--- src/rtl/eth_axis_rx_parser.sv ---
`default_nettype none
// ============================================================================
// Module   : eth_axis_rx_parser
// Brief    : Strips the 14-byte Ethernet header from a MAC RX byte stream and
//            emits it as a header record plus a payload AXI-Stream.
//            Optional per-frame counters: define ETH_RX_FRAME_CNT_EN.
// Revision : 1.0 - initial release
// ============================================================================
module eth_axis_rx_parser #(
    parameter int DATA_WIDTH  = 8,
    parameter int KEEP_ENABLE = (DATA_WIDTH > 8),
    parameter int KEEP_WIDTH  = DATA_WIDTH / 8
) (
    input  logic                  clk,
    input  logic                  reset,

    input  logic [DATA_WIDTH-1:0] s_axis_tdata,
    input  logic [KEEP_WIDTH-1:0] s_axis_tkeep,
    input  logic                  s_axis_tvalid,
    input  logic                  s_axis_tlast,
    input  logic                  s_axis_tuser,
    output logic                  s_axis_tready,

    output logic                  m_eth_hdr_valid,
    input  logic                  m_eth_hdr_ready,
    output logic [47:0]           m_eth_hdr_dest_mac,
    output logic [47:0]           m_eth_hdr_src_mac,
    output logic [15:0]           m_eth_hdr_type,

    output logic [DATA_WIDTH-1:0] m_eth_payload_axis_tdata,
    output logic [KEEP_WIDTH-1:0] m_eth_payload_axis_tkeep,
    output logic                  m_eth_payload_axis_tvalid,
    output logic                  m_eth_payload_axis_tlast,
    output logic                  m_eth_payload_axis_tuser,
    input  logic                  m_eth_payload_axis_tready,

`ifdef ETH_RX_FRAME_CNT_EN
    output logic [31:0]           rx_frame_count,
    output logic [31:0]           rx_error_count,
`endif
    output logic                  busy,
    output logic                  error_header_early_termination
);

    generate
        if (DATA_WIDTH != 8) begin : g_width_check
            $error("eth_axis_rx_parser: only DATA_WIDTH=8 is supported");
        end
    endgenerate

    localparam logic [1:0] c_st_idle    = 2'd0;
    localparam logic [1:0] c_st_header  = 2'd1;
    localparam logic [1:0] c_st_payload = 2'd2;
    localparam logic [1:0] c_st_drop    = 2'd3;
    localparam logic [3:0] c_last_hdr_byte = 4'd13;

    logic [1:0]            r_state;
    logic [3:0]            r_count;
    logic [111:0]          r_hdr;
    logic                  r_hdr_valid;
    logic                  r_busy;
    logic                  r_err;

    logic [DATA_WIDTH-1:0] r_out_data;
    logic [KEEP_WIDTH-1:0] r_out_keep;
    logic                  r_out_valid;
    logic                  r_out_last;
    logic                  r_out_user;
    logic [DATA_WIDTH-1:0] r_skid_data;
    logic [KEEP_WIDTH-1:0] r_skid_keep;
    logic                  r_skid_valid;
    logic                  r_skid_last;
    logic                  r_skid_user;

    logic                  w_hdr_phase;
    logic                  w_s_ready;
    logic                  w_accept;
    logic                  w_hdr_accept;
    logic                  w_pl_push;
    logic                  w_early_term;
    logic                  w_hdr_done;
    logic                  w_pop;
    logic [KEEP_WIDTH-1:0] w_keep_in;

    // Header bytes only flow while the previous header record has been taken,
    // so the shift register doubles as the stable output field storage.
    assign w_hdr_phase  = (r_state == c_st_idle) || (r_state == c_st_header);
    assign w_s_ready    = reset && (w_hdr_phase ? !r_hdr_valid :
                                    (r_state == c_st_payload) ? !r_skid_valid : 1'b0);
    assign w_accept     = s_axis_tvalid && w_s_ready;
    assign w_hdr_accept = w_accept && w_hdr_phase;
    assign w_pl_push    = w_accept && (r_state == c_st_payload);
    assign w_early_term = w_hdr_accept && s_axis_tlast;
    assign w_hdr_done   = w_hdr_accept && !s_axis_tlast && (r_count == c_last_hdr_byte);
    assign w_pop        = r_out_valid && m_eth_payload_axis_tready;
    assign w_keep_in    = (KEEP_ENABLE != 0) ? s_axis_tkeep : {KEEP_WIDTH{1'b1}};

    always_ff @(posedge clk) begin
        if (!reset) begin
            r_state     <= c_st_idle;
            r_count     <= 4'd0;
            r_hdr       <= '0;
            r_hdr_valid <= 1'b0;
            r_busy      <= 1'b0;
            r_err       <= 1'b0;
        end else begin
            r_err <= w_early_term;
            if (r_hdr_valid && m_eth_hdr_ready) begin
                r_hdr_valid <= 1'b0;
            end
            if (w_hdr_done) begin
                r_hdr_valid <= 1'b1;
            end
            if (w_hdr_accept) begin
                r_hdr <= {r_hdr[111-DATA_WIDTH:0], s_axis_tdata};
            end
            if (w_accept) begin
                r_busy <= !s_axis_tlast;
            end
            case (r_state)
                c_st_idle, c_st_header: begin
                    if (w_hdr_accept) begin
                        if (s_axis_tlast) begin
                            r_state <= c_st_drop;
                            r_count <= 4'd0;
                        end else if (r_count == c_last_hdr_byte) begin
                            r_state <= c_st_payload;
                            r_count <= 4'd0;
                        end else begin
                            r_state <= c_st_header;
                            r_count <= r_count + 4'd1;
                        end
                    end
                end
                c_st_payload: begin
                    if (w_pl_push && s_axis_tlast) begin
                        r_state <= c_st_idle;
                    end
                end
                c_st_drop: r_state <= c_st_idle;
                default:   r_state <= c_st_idle;
            endcase
        end
    end

    // Two-entry output/skid pair: input ready depends only on the skid slot,
    // which keeps the upstream ready path registered at full throughput.
    always_ff @(posedge clk) begin
        if (!reset) begin
            r_out_valid  <= 1'b0;
            r_skid_valid <= 1'b0;
            r_out_data   <= '0;
            r_out_keep   <= '0;
            r_out_last   <= 1'b0;
            r_out_user   <= 1'b0;
            r_skid_data  <= '0;
            r_skid_keep  <= '0;
            r_skid_last  <= 1'b0;
            r_skid_user  <= 1'b0;
        end else if (!r_out_valid || w_pop) begin
            if (r_skid_valid) begin
                r_out_data   <= r_skid_data;
                r_out_keep   <= r_skid_keep;
                r_out_last   <= r_skid_last;
                r_out_user   <= r_skid_user;
                r_out_valid  <= 1'b1;
                r_skid_valid <= 1'b0;
            end else if (w_pl_push) begin
                r_out_data   <= s_axis_tdata;
                r_out_keep   <= w_keep_in;
                r_out_last   <= s_axis_tlast;
                r_out_user   <= s_axis_tuser;
                r_out_valid  <= 1'b1;
            end else begin
                r_out_valid  <= 1'b0;
            end
        end else if (w_pl_push) begin
            r_skid_data  <= s_axis_tdata;
            r_skid_keep  <= w_keep_in;
            r_skid_last  <= s_axis_tlast;
            r_skid_user  <= s_axis_tuser;
            r_skid_valid <= 1'b1;
        end
    end

`ifdef ETH_RX_FRAME_CNT_EN
    logic [31:0] r_frame_count;
    logic [31:0] r_error_count;

    always_ff @(posedge clk) begin
        if (!reset) begin
            r_frame_count <= 32'd0;
            r_error_count <= 32'd0;
        end else begin
            if (w_hdr_done) begin
                r_frame_count <= r_frame_count + 32'd1;
            end
            if (w_early_term) begin
                r_error_count <= r_error_count + 32'd1;
            end
        end
    end

    assign rx_frame_count = r_frame_count;
    assign rx_error_count = r_error_count;
`else
    // Default build carries no statistics counters.
`endif

    assign s_axis_tready                  = w_s_ready;
    assign m_eth_hdr_valid                = r_hdr_valid;
    assign m_eth_hdr_dest_mac             = r_hdr[111:64];
    assign m_eth_hdr_src_mac              = r_hdr[63:16];
    assign m_eth_hdr_type                 = r_hdr[15:0];
    assign m_eth_payload_axis_tdata       = r_out_data;
    assign m_eth_payload_axis_tkeep       = r_out_keep;
    assign m_eth_payload_axis_tvalid      = r_out_valid;
    assign m_eth_payload_axis_tlast       = r_out_last;
    assign m_eth_payload_axis_tuser       = r_out_user;
    assign busy                           = r_busy;
    assign error_header_early_termination = r_err;

endmodule
`default_nettype wire

--- config.mk ---
export PLATFORM = sky130hd
export DESIGN_NAME = eth_axis_rx_parser
export DESIGN_NICKNAME = d
export VERILOG_FILES = /design/src/rtl/eth_axis_rx_parser.sv
export SDC_FILE = /design/constraint.sdc
export NUM_CORES = 1
export LEC_CHECK = 0
export CAP_MARGIN = 20
export CORE_MARGIN = 5
export CORE_UTILIZATION = 40
export CTS_CLUSTER_SIZE = 28
export DETAILED_ROUTE_END_ITERATION = 16
export GPL_TIMING_DRIVEN = 0
export PLACE_DENSITY = 0.73
export SLEW_MARGIN = 0
export SYNTH_ARGS = -nofsm -noshare
export SYNTH_HDL_FRONTEND = slang
export SYNTH_SLANG_ARGS = --single-unit
--- constraint.sdc ---
create_clock -name clk -period 1.3 [get_ports clk]
set_input_delay 0.13 -clock clk [delete_from_list [all_inputs] [get_ports clk]]
set_output_delay 0.13 -clock clk [all_outputs]
set_load 0.02 [all_outputs]
==> results.md, run 1 <==
- Status: finished with violations
- Failing checks: setup timing
- IO Port Bufs: 141
- Final Max Slew Viols: 0
- Clock Path Buffers: 2
- CP Class: reg2out
- Setup-failing EPs final: 120
- Post-DP Area: 7380 um^2
- Crit path time final: 1.56 ns
- Met1 wire length: 7.97 mm
- Boundary pin count: 144
- Leak: 4.10 nW
- Net switching power: 2.40 mW
- Crit path buffers/inverters: 2
- Sw Ratio: 0.238
- CORE AREA: 14000 um^2
- Synth Flop Type: dfxtp_1
- DR pass1 iterations: 4
- Starting density of the core: 0.410
- Area share of the largest cell type after synthesis: 0.506
- Synth cell count leaders: nand2_1 (249), dfxtp_1 (145), a21boi_1 (73)
- Worst Hold End: r_skid_last$_SDFFE_PN0P_
- Worst r2r path cells: 7
- DRC: 0
- Combinational power share: 0.110
- Overall power: 10.1 mW
- Share of cells above drive strength 1: 0.410
- Worst setup SP type: register
- Reg2Reg Launch Point: m_eth_hdr_valid$_SDFFE_PN0P_
- Syn_nets: 680
- Die area: 16800 um^2
- Pwr dens: 1090 nW/um^2
- Hold Path Class: in2reg
- Global Route Usage Sum: 0.203
- Peak Freq: 641 MHz
- Final hold vios: 0
- Slew margin rel.: 0.633
- Die Ht: 130 um
- Cell internal pwr: 7.68 mW
- Yosys top cell by area: dfxtp_1
- CP top delay family: flip-flops
- Worst Path Max Fanout: 2
- Reg-to-Reg End: r_hdr[72]$_SDFFE_PN0N_
- CTS tree: built
- Avg Inst Size Synth: 8.66 um^2
- Total congestion overflow: 0
- Hold path startpoint: s_axis_tlast
- Hold Path Stages: 3
- Final worst-path cycle share: 1.20
- Post-synth EDFFs: 0
- Cell row count: 43
- Unrepaired setup endpoints after global routing: true
- WL/cell: 17.2 um
- Met2 Wirelength: 8.76 mm
- Nets: 885
- Worst slack, placed: -1.16 ns
- Synth Instances: 662
- Vias in the first global route: 5276
- Area growth, synth to finish: 61.9%
- Die X: 130 um
- Post-Syn Area: 5730 um^2
- Worst-Margin Slew: 0.550 ns
- Worst EP arrival: 1.43 ns
- Max cap viols: 0
- Clock sink count: 145
- Vias per Instance: 5.14
- Routed wire length: 18.2 mm
- Post-layout instance area: 9280 um^2
- Maximum VDD drop: 971 uV
- Vias: 5440
- DR iter-0 viols: 272
- Seq. cell area: 2920 um^2
- DP HPWL: 10.8 mm
- Remaining antenna violation count after routing: 0
- Sequential power share: 0.448
- Fillers: 1102
- Multi-input gate area: 3320 um^2
- Skew-Pair Late Insertion Delay: 0.42 ns
- Root Buffer: clkbuf_16
- First-pass GRT wire length: 27.0 mm
- Cell Chain, Critical Path: buf_6 -> nor3b_4 -> o21a_1 -> buf_6
- Worst hold slack: 0.137 ns
- Count leader, synth: nand2_1
- Sequential-to-total area share from yosys stat: 0.506
- Gpl congestion: 0.774
- Ys Warns: 0
- Ant diodes: 0
- Req. time, crit path: 1.17 ns
- Crit. End Element: primary output
- DR top layer: met4
- Synth unique cells: 41
- Synth Register Bits: 145
- CP max stage cell: dfxtp_2
- Cell mode on critical path: buf_6
- FF-to-FF setup slack: -0.14 ns
- CP peak stage delay: 0.32 ns
- Largest net degree at the start of global routing: 17
- Met3 wire length: 1.12 mm
- Number of H-tree levels: 4
- Final WS setup: -0.261 ns
- Initial antenna violation count: 0
- Clock power share: 0.442
- CTS Buf Count: 17
- Worst Skew: 0.00736 ns
- Dominant cells by area after synthesis: dfxtp_1 (51%), nand2_1 (16%), a21boi_1 (9.6%)
- Ys async rst share: 0
- Clock slew at reported path FFs: 0.06 ns
## state kept, by name (all words and copies together) (netlist names), 2 cells and up
name and count:
m_eth_payload_axis_tdata 8, r_hdr 112, r_skid_data 8, r_state 2
r_count 4
## power by group through the flow
stage | clock (mW) | sequential [mW] | combinational [mW]
after floorplan | 0 | 4.63 | 0.364
after global placement | 0 | 4.61 | 0.631
after detailed placement | 0 | 4.61 | 0.633
after CTS | 4.47 | 4.51 | 0.984
after global routing | 4.71 | 4.52 | 1.17
final | 4.46 | 4.52 | 1.11
## worst max-delay path by stage
stage | start | endpoint | slack, ns | depth (start not counted)
detailed placement | reset | s_axis_tready | -1.16 | 6
floorplan | r_state[1]$_SDFFE_PN0P_ | r_count[1]$_SDFFE_PN0P_ | 0.008 | 5
global route | r_skid_valid$_SDFFE_PP0P_ | s_axis_tready | -0.30 | 4
global placement | reset | s_axis_tready | -1.15 | 6
CTS | r_skid_valid$_SDFFE_PP0P_ | s_axis_tready | -0.21 | 4
finish | r_skid_valid$_SDFFE_PP0P_ | s_axis_tready | -0.26 | 4
## cells by family after synthesis
| family | share of synthesized area |
|---|---|
| buffers and inverters | 0.0506 |
| adder cells (fa/ha/maj) | 0.00437 |
| multiplexers | 0.0406 |
| flip-flops | 0.506 |
| AO/OA/AOI/OAI | 0.191 |
| AND/OR/NAND/NOR | 0.207 |
## per-layer routing
layer / GRT usage / vias up
li1: - / 2616
met3: 0.0704 / 28
met5: 0 / -
met1: 0.260 / 2642
met2: 0.328 / 154
met4: 0.0593 / 0
## placed cells by master, fill, tap and decap left out, drive strengths merged, types with 5 or more instances in the layout
| master | count |
|---|---|
| mux2 | 10 |
| dlygate4sd2 | 32 |
| nand2 | 249 |
| mux2i | 12 |
| a21boi | 124 |
| nand3 | 15 |
| buf | 76 |
| clkdlybuf4s15 | 32 |
| dfxtp | 145 |
| clkbuf | 110 |
| clkinv | 5 |
| o21ai | 12 |
| clkdlybuf4s50 | 12 |
## tightest hold or removal path, cell delays in order
cell and delay (ns):
clkbuf_1 0.20, nand3_2 0.12, a21boi_2 0.06
## cell type report
cell class	instances	area share
clock inverter	7	0.00674
timing repair buffer	195	0.203
clock buffer	23	0.0493
buffer	44	0.0429
multi-input combinational	460	0.358
inverter	4	0.00162
tap	180	0.0243
sequential	145	0.314
## stage by stage
step                 util  setup TNS [ns]  cells
finish              0.663           -7.28   1058
global route        0.663          -14.48   1058
floorplan               -               0    662
global placement    0.528          -80.96    983
detailed placement  0.528          -83.90    983
CTS                 0.616           -7.49   1049
## what timing repair did
item | 4_1_cts | 5_1_grt
pin swaps | 26 | 118
buffers inserted | 24 | 18
setup endpoints to repair | 272 | 214
cloned | 15 | 7
gates resized for setup | 288 | 440
hold buffers | 0 | 0
Note: power is estimated with default switching activity, not from simulation.
==> run 2: changes to the inputs <==
--- a/config.mk
+++ b/config.mk
@@ -5,7 +5,6 @@
 export SDC_FILE = /design/constraint.sdc
 export NUM_CORES = 1
 export LEC_CHECK = 0
-export CAP_MARGIN = 20
 export CORE_MARGIN = 5
 export CORE_UTILIZATION = 40
 export CTS_CLUSTER_SIZE = 28
==> results of run 2 <==
No change in the layout: final DEF, timing and power equal those of run 1.
==> edit 1: new RTL, flow settings as in run 1 <==
The option `ETH_RX_FRAME_CNT_EN` is turned on by a define.
--- a/src/rtl/eth_axis_rx_parser.sv
+++ b/src/rtl/eth_axis_rx_parser.sv
@@ -6,6 +6,8 @@
 //            Optional per-frame counters: define ETH_RX_FRAME_CNT_EN.
 // Revision : 1.0 - initial release
 // ============================================================================
+`define ETH_RX_FRAME_CNT_EN
+
 module eth_axis_rx_parser #(
     parameter int DATA_WIDTH  = 8,
     parameter int KEEP_ENABLE = (DATA_WIDTH > 8),
Check against the original RTL (old outputs only; new: rx_error_count and rx_frame_count): equivalent (equiv_simple and equiv_induct, registers matched by name and starting in step).
==> edit 1 against run 1 <==
Final area grew 46%; largest power group is now clock; routed wire length grew 54%; highest routed layer unchanged; the run still ends with setup timing left; synthesized area grew 41%; power up 42%; count of clock-buffer cells in the layout is 5 higher; sequential cell count increased by 64; cell count is 48% higher; non-clock buffer count up 100; worst setup slack worse by 0.40 ns.
==> edit 1: results (changes against run 1) <==
stage;metric;value;unit;change
route;routed_wl;27900;um;+54%
logic_synthesis;synthCells;970;;+47%
setup_path;regToRegEndpoint;rx_frame_count[30];;
logic_synthesis;synthAdderAreaFrac;0.00618;;+0.00182
cells_and_area;final_cells;1561;;+48%
logic_synthesis;ys_types;45;;+9.8%
placement;hpwl;16800;um;+55%
status;failed_checks;setup timing;;
timing;worst_slew_pin_slew;0.737;ns;+0.187 ns
route;met1_length;11500;um;+44%
route;firstDrtPassIters;5;;+1
status;status;complete, but fails checks;;
logic_synthesis;synth_compound_area_frac;0.114;;-0.0775
timing;final.setup.worst_slack;-0.658;ns;-0.397 ns
placement;place_ws;-1.13;ns;+0.0282 ns
global_routing;grtUsageMet1;0.265;;+0.00574
placement;port_buffers;205;;+45%
clocking;clockBufferDepth;3;;+1
pwr;ir_worst_vdd;719;uV;-26%
route;wl_met3;1540;um;+38%
cells_and_area;layout-drive-gt1-share;0.538;;+0.128
global_routing;grt_max_degree;15;;-2
logic_synthesis;yosysSeqAreaShare;0.517;;+0.0104
logic_synthesis;synth.mux.area_fraction;0.0309;;-0.00969
placement;dp.cells;1445;;+47%
timing;setup_viol;223;;+86%
## edit 1: critical path, delay by kind of cell, from the launching register on
kind	cells	cell delay (ns)
DFF	1	0.34
AOI/OAI and AO/OA	1	0.14
buffers and inverters	1	0.07
adders and majority gates	1	0.15
and+or+nand+nor	4	1.19
## edit 1: how the worst min path moves through the flow
| stage | cells past startpoint | endpoint | start | slack [ns] |
|---|---|---|---|---|
| 6_report | 3 | r_skid_last | s_axis_tlast | 0.06 |
| 5_1_grt | 3 | r_skid_last | s_axis_tlast | 0.08 |
| 4_1_cts | 3 | r_skid_last | s_axis_tlast | 0.03 |
| 3_5_place_dp | 1 | rx_frame_count[21] | rx_frame_count[21] | 0.45 |
| 3_3_place_gp | 1 | rx_frame_count[21] | rx_frame_count[21] | 0.44 |
| 2_1_floorplan | 2 | r_hdr[0] | s_axis_tdata[0] | 0.27 |
## edit 1: cell families (layout without fill, tap and decap cells)
logic type | count (synthesis) | count (layout)
buffers and inverters | 68 | 388
AOI/OAI and AO/OA | 172 | 172
muxes | 25 | 25
adders and majority gates | 4 | 4
DFF | 209 | 209
and+or+nand+nor | 450 | 451
xor gates and xnor gates | 42 | 42
## edit 1: power by group
part,internal (W),total [W],switching [W]
Sequential,0.00641,0.00645,0.0000450
Clock,0.00423,0.00683,0.00260
Combinational,0.000449,0.00105,0.000598
## edit 1: cell type report
type                    count  area (um2)
fillers                  1516        6600
well taps                 270         338
clock inverters            11         158
plain buffers              54         566
repair buffers            285        2350
multi-input cells         694        5090
flip-flops and latches    209        4330
inverters                  10        37.5
clock buffers              28         634
## edit 1: repair_timing
action | 4_1_cts | 5_1_grt
setup endpoints to repair | 395 | 321
hold buffers | 1 | 0
gates cloned | 16 | 3
pin swaps | 58 | 171
hold endpoints to repair | 1 | 0
setup buffers | 38 | 30
gates resized for setup | 752 | 490
==> edit 2: new RTL, flow settings as in run 1 <==
Without the edit above. The output `error_header_early_termination` loses its register stage (`r_err` becomes a continuous assignment).
--- a/src/rtl/eth_axis_rx_parser.sv
+++ b/src/rtl/eth_axis_rx_parser.sv
@@ -102,9 +102,7 @@
             r_hdr       <= '0;
             r_hdr_valid <= 1'b0;
             r_busy      <= 1'b0;
-            r_err       <= 1'b0;
         end else begin
-            r_err <= w_early_term;
             if (r_hdr_valid && m_eth_hdr_ready) begin
                 r_hdr_valid <= 1'b0;
             end
@@ -142,6 +140,8 @@
             endcase
         end
     end
+
+    assign r_err = w_early_term;
 
     // Two-entry output/skid pair: input ready depends only on the skid slot,
     // which keeps the upstream ready path registered at full throughput.
Check against the original RTL: not equivalent (a bounded check fails within 4 cycles, from zero or initial values and one cycle with reset low).
==> edit 2 against run 1 <==
Core utilization decreased by 3.8 points; final area fell by 6.4%; routed wire length shrank 6.4%; critical path type unchanged; clock power up 15%; sequential cell count decreased by 1; worst setup slack worse by 0.14 ns; die area decreased by 1.3%; power increased by 3.4%; sequential power down 0.9%; synthesized area fell by 1.4%; first-iteration DRC count increased by 23%; the run still ends with setup timing left.
==> edit 2: results (changes against run 1) <==
stage;metric;value;unit;change
route;wl_met3;1080;um;-3.6%
setup_path;slowest_stage;and4bb_4;;
cells_and_area;top_register;r_hdr;;
timing;final.setup.worst_slack;-0.403;ns;-0.142 ns
placement;hpwl;11100;um;+2.8%
logic_synthesis;synthCells;651;;-1.7%
timing;setup_viol;139;;+16%
route;met1_length;7450;um;-6.5%
placement;place_ws;-1.14;ns;+0.0227 ns
setup_path;cp.arrival;1.57;ns;+0.14 ns
route;dr_wl_met2;8250;um;-5.8%
placement;dp.cells;971;;-1.2%
setup_path;crit_family;simple AND/OR/NAND/NOR gates;;
global_routing;grt_usage;0.198;;-0.00490
setup_path;rr_startpoint;r_state[1];;
setup_path;critPathMaxStageDelay;0.36;ns;+0.04 ns
logic_synthesis;yosys-top-cells-area;dfxtp_1 51%, nand2_1 16%, a21boi_0 11%;;
logic_synthesis;synth_nets;669;;-1.6%
global_routing;met3_usage;0.0585;;-0.0119
route;routed_wl;17000;um;-6.4%
logic_synthesis;yosysSeqAreaShare;0.510;;+0.00363
timing;hold_ws;0.144;ns;+0.00673 ns
route;drtIter0Drc;334;;+23%
pwr;power_leakage;3.47;nW;-15%
hold_path;worst_hold_path.endpoint;busy;;
placement;port_buffers;140;;-0.71%
setup_path;rrSetupSlack;-0.20;ns;-0.06 ns
setup_path;critPathMaxFanout;3;;+1
global_routing;grtUsageMet2;0.330;;+0.00200
status;status;complete, but fails checks;;
cells_and_area;layout-drive-gt1-share;0.235;;-0.175
pwr;pwr-share-comb;0.080;;-0.030
cells_and_area;fillers;1177;;+6.8%
logic_synthesis;synth_commonest_cells;240 x nand2_1, 144 x dfxtp_1, 83 x a21boi_0;;
global_routing;grt_pass1_vias;5069;;-3.9%
pwr;swShare;0.221;;-0.0166
global_routing;grt_first_pass_wirelength;26200;um;-3.1%
placement;place_congestion;0.817;;+5.6%
global_routing;grtUsageMet1;0.250;;-0.00932
hold_path;hold_depth;2;;-1
setup_path;regToRegEndpoint;busy;;
pwr;powerSeq;0.00448;W;-0.9%
timing;fin_worst_skew;0.00627;ns;-0.00109 ns
timing;worst_slew_pin_slew;0.571;ns;+0.0207 ns
cells_and_area;fin_nets;861;;-2.7%
clocking;cts-root-buf;clkbuf_16;;
status;failed_checks;setup timing;;
pwr;ir_worst_vdd;845;uV;-13%
edit 2: cell types whose count changed after synthesis, moves of 2 or more:
cell	before	now
buf_4	11	4
nand2_1	249	240
nor3b_1	2	0
nand3_1	15	11
nor2_1	1	3
o221a_2	0	10
a21boi_0	51	83
a21boi_1	73	42
buf_2	13	25
mux2_2	10	0
clkbuf_1	27	22
edit 2: area by class of cell:
class	instances	area, um2	area share
Clock buffer	22	495	0.0571
Buffer	49	453	0.0522
Clock inverter	10	130	0.0150
Tap cell	180	225	0.0259
Sequential cell	144	2900	0.334
Antenna cell	1	2.50	0.000288
Multi-Input combinational cell	452	2790	0.321
Timing Repair Buffer	176	1680	0.194
Inverter	3	11.3	0.00130
edit 2: how the worst max path moves through the flow:
stage               startpoint                             end  slack (ns)  cells after the start
5_1_grt             r_state[1]  error_header_early_termination       -0.44                      5
2_1_floorplan  m_eth_hdr_valid  error_header_early_termination      -0.006                      5
3_3_place_gp             reset                   s_axis_tready       -1.18                      5
4_1_cts        m_eth_hdr_valid  error_header_early_termination       -0.43                      6
6_report            r_state[1]  error_header_early_termination       -0.40                      5
3_5_place_dp             reset                   s_axis_tready       -1.14                      5
edit 2: repair_timing:
action / in CTS / in global routing
cloned: 8 / 4
hold endpoints to repair: 0 / 0
pin swaps: 42 / 19
gates resized for setup: 355 / 149
hold buffers: 0 / 0
setup endpoints to repair: 263 / 222
setup buffers: 20 / 8
edit 2: cells by family (layout without fill, tap and decap cells):
kind of cell / count (synthesis) / count (layout) / synth area share
muxes: 12 / 12 / 0.0213
buffers and inverters: 56 / 260 / 0.0469
AOI/OAI and AO/OA: 162 / 162 / 0.217
DFF: 144 / 144 / 0.510
adders and majority gates: 2 / 2 / 0.00443
and+or+nand+nor: 275 / 276 / 0.200
other: 0 / 1 / 0
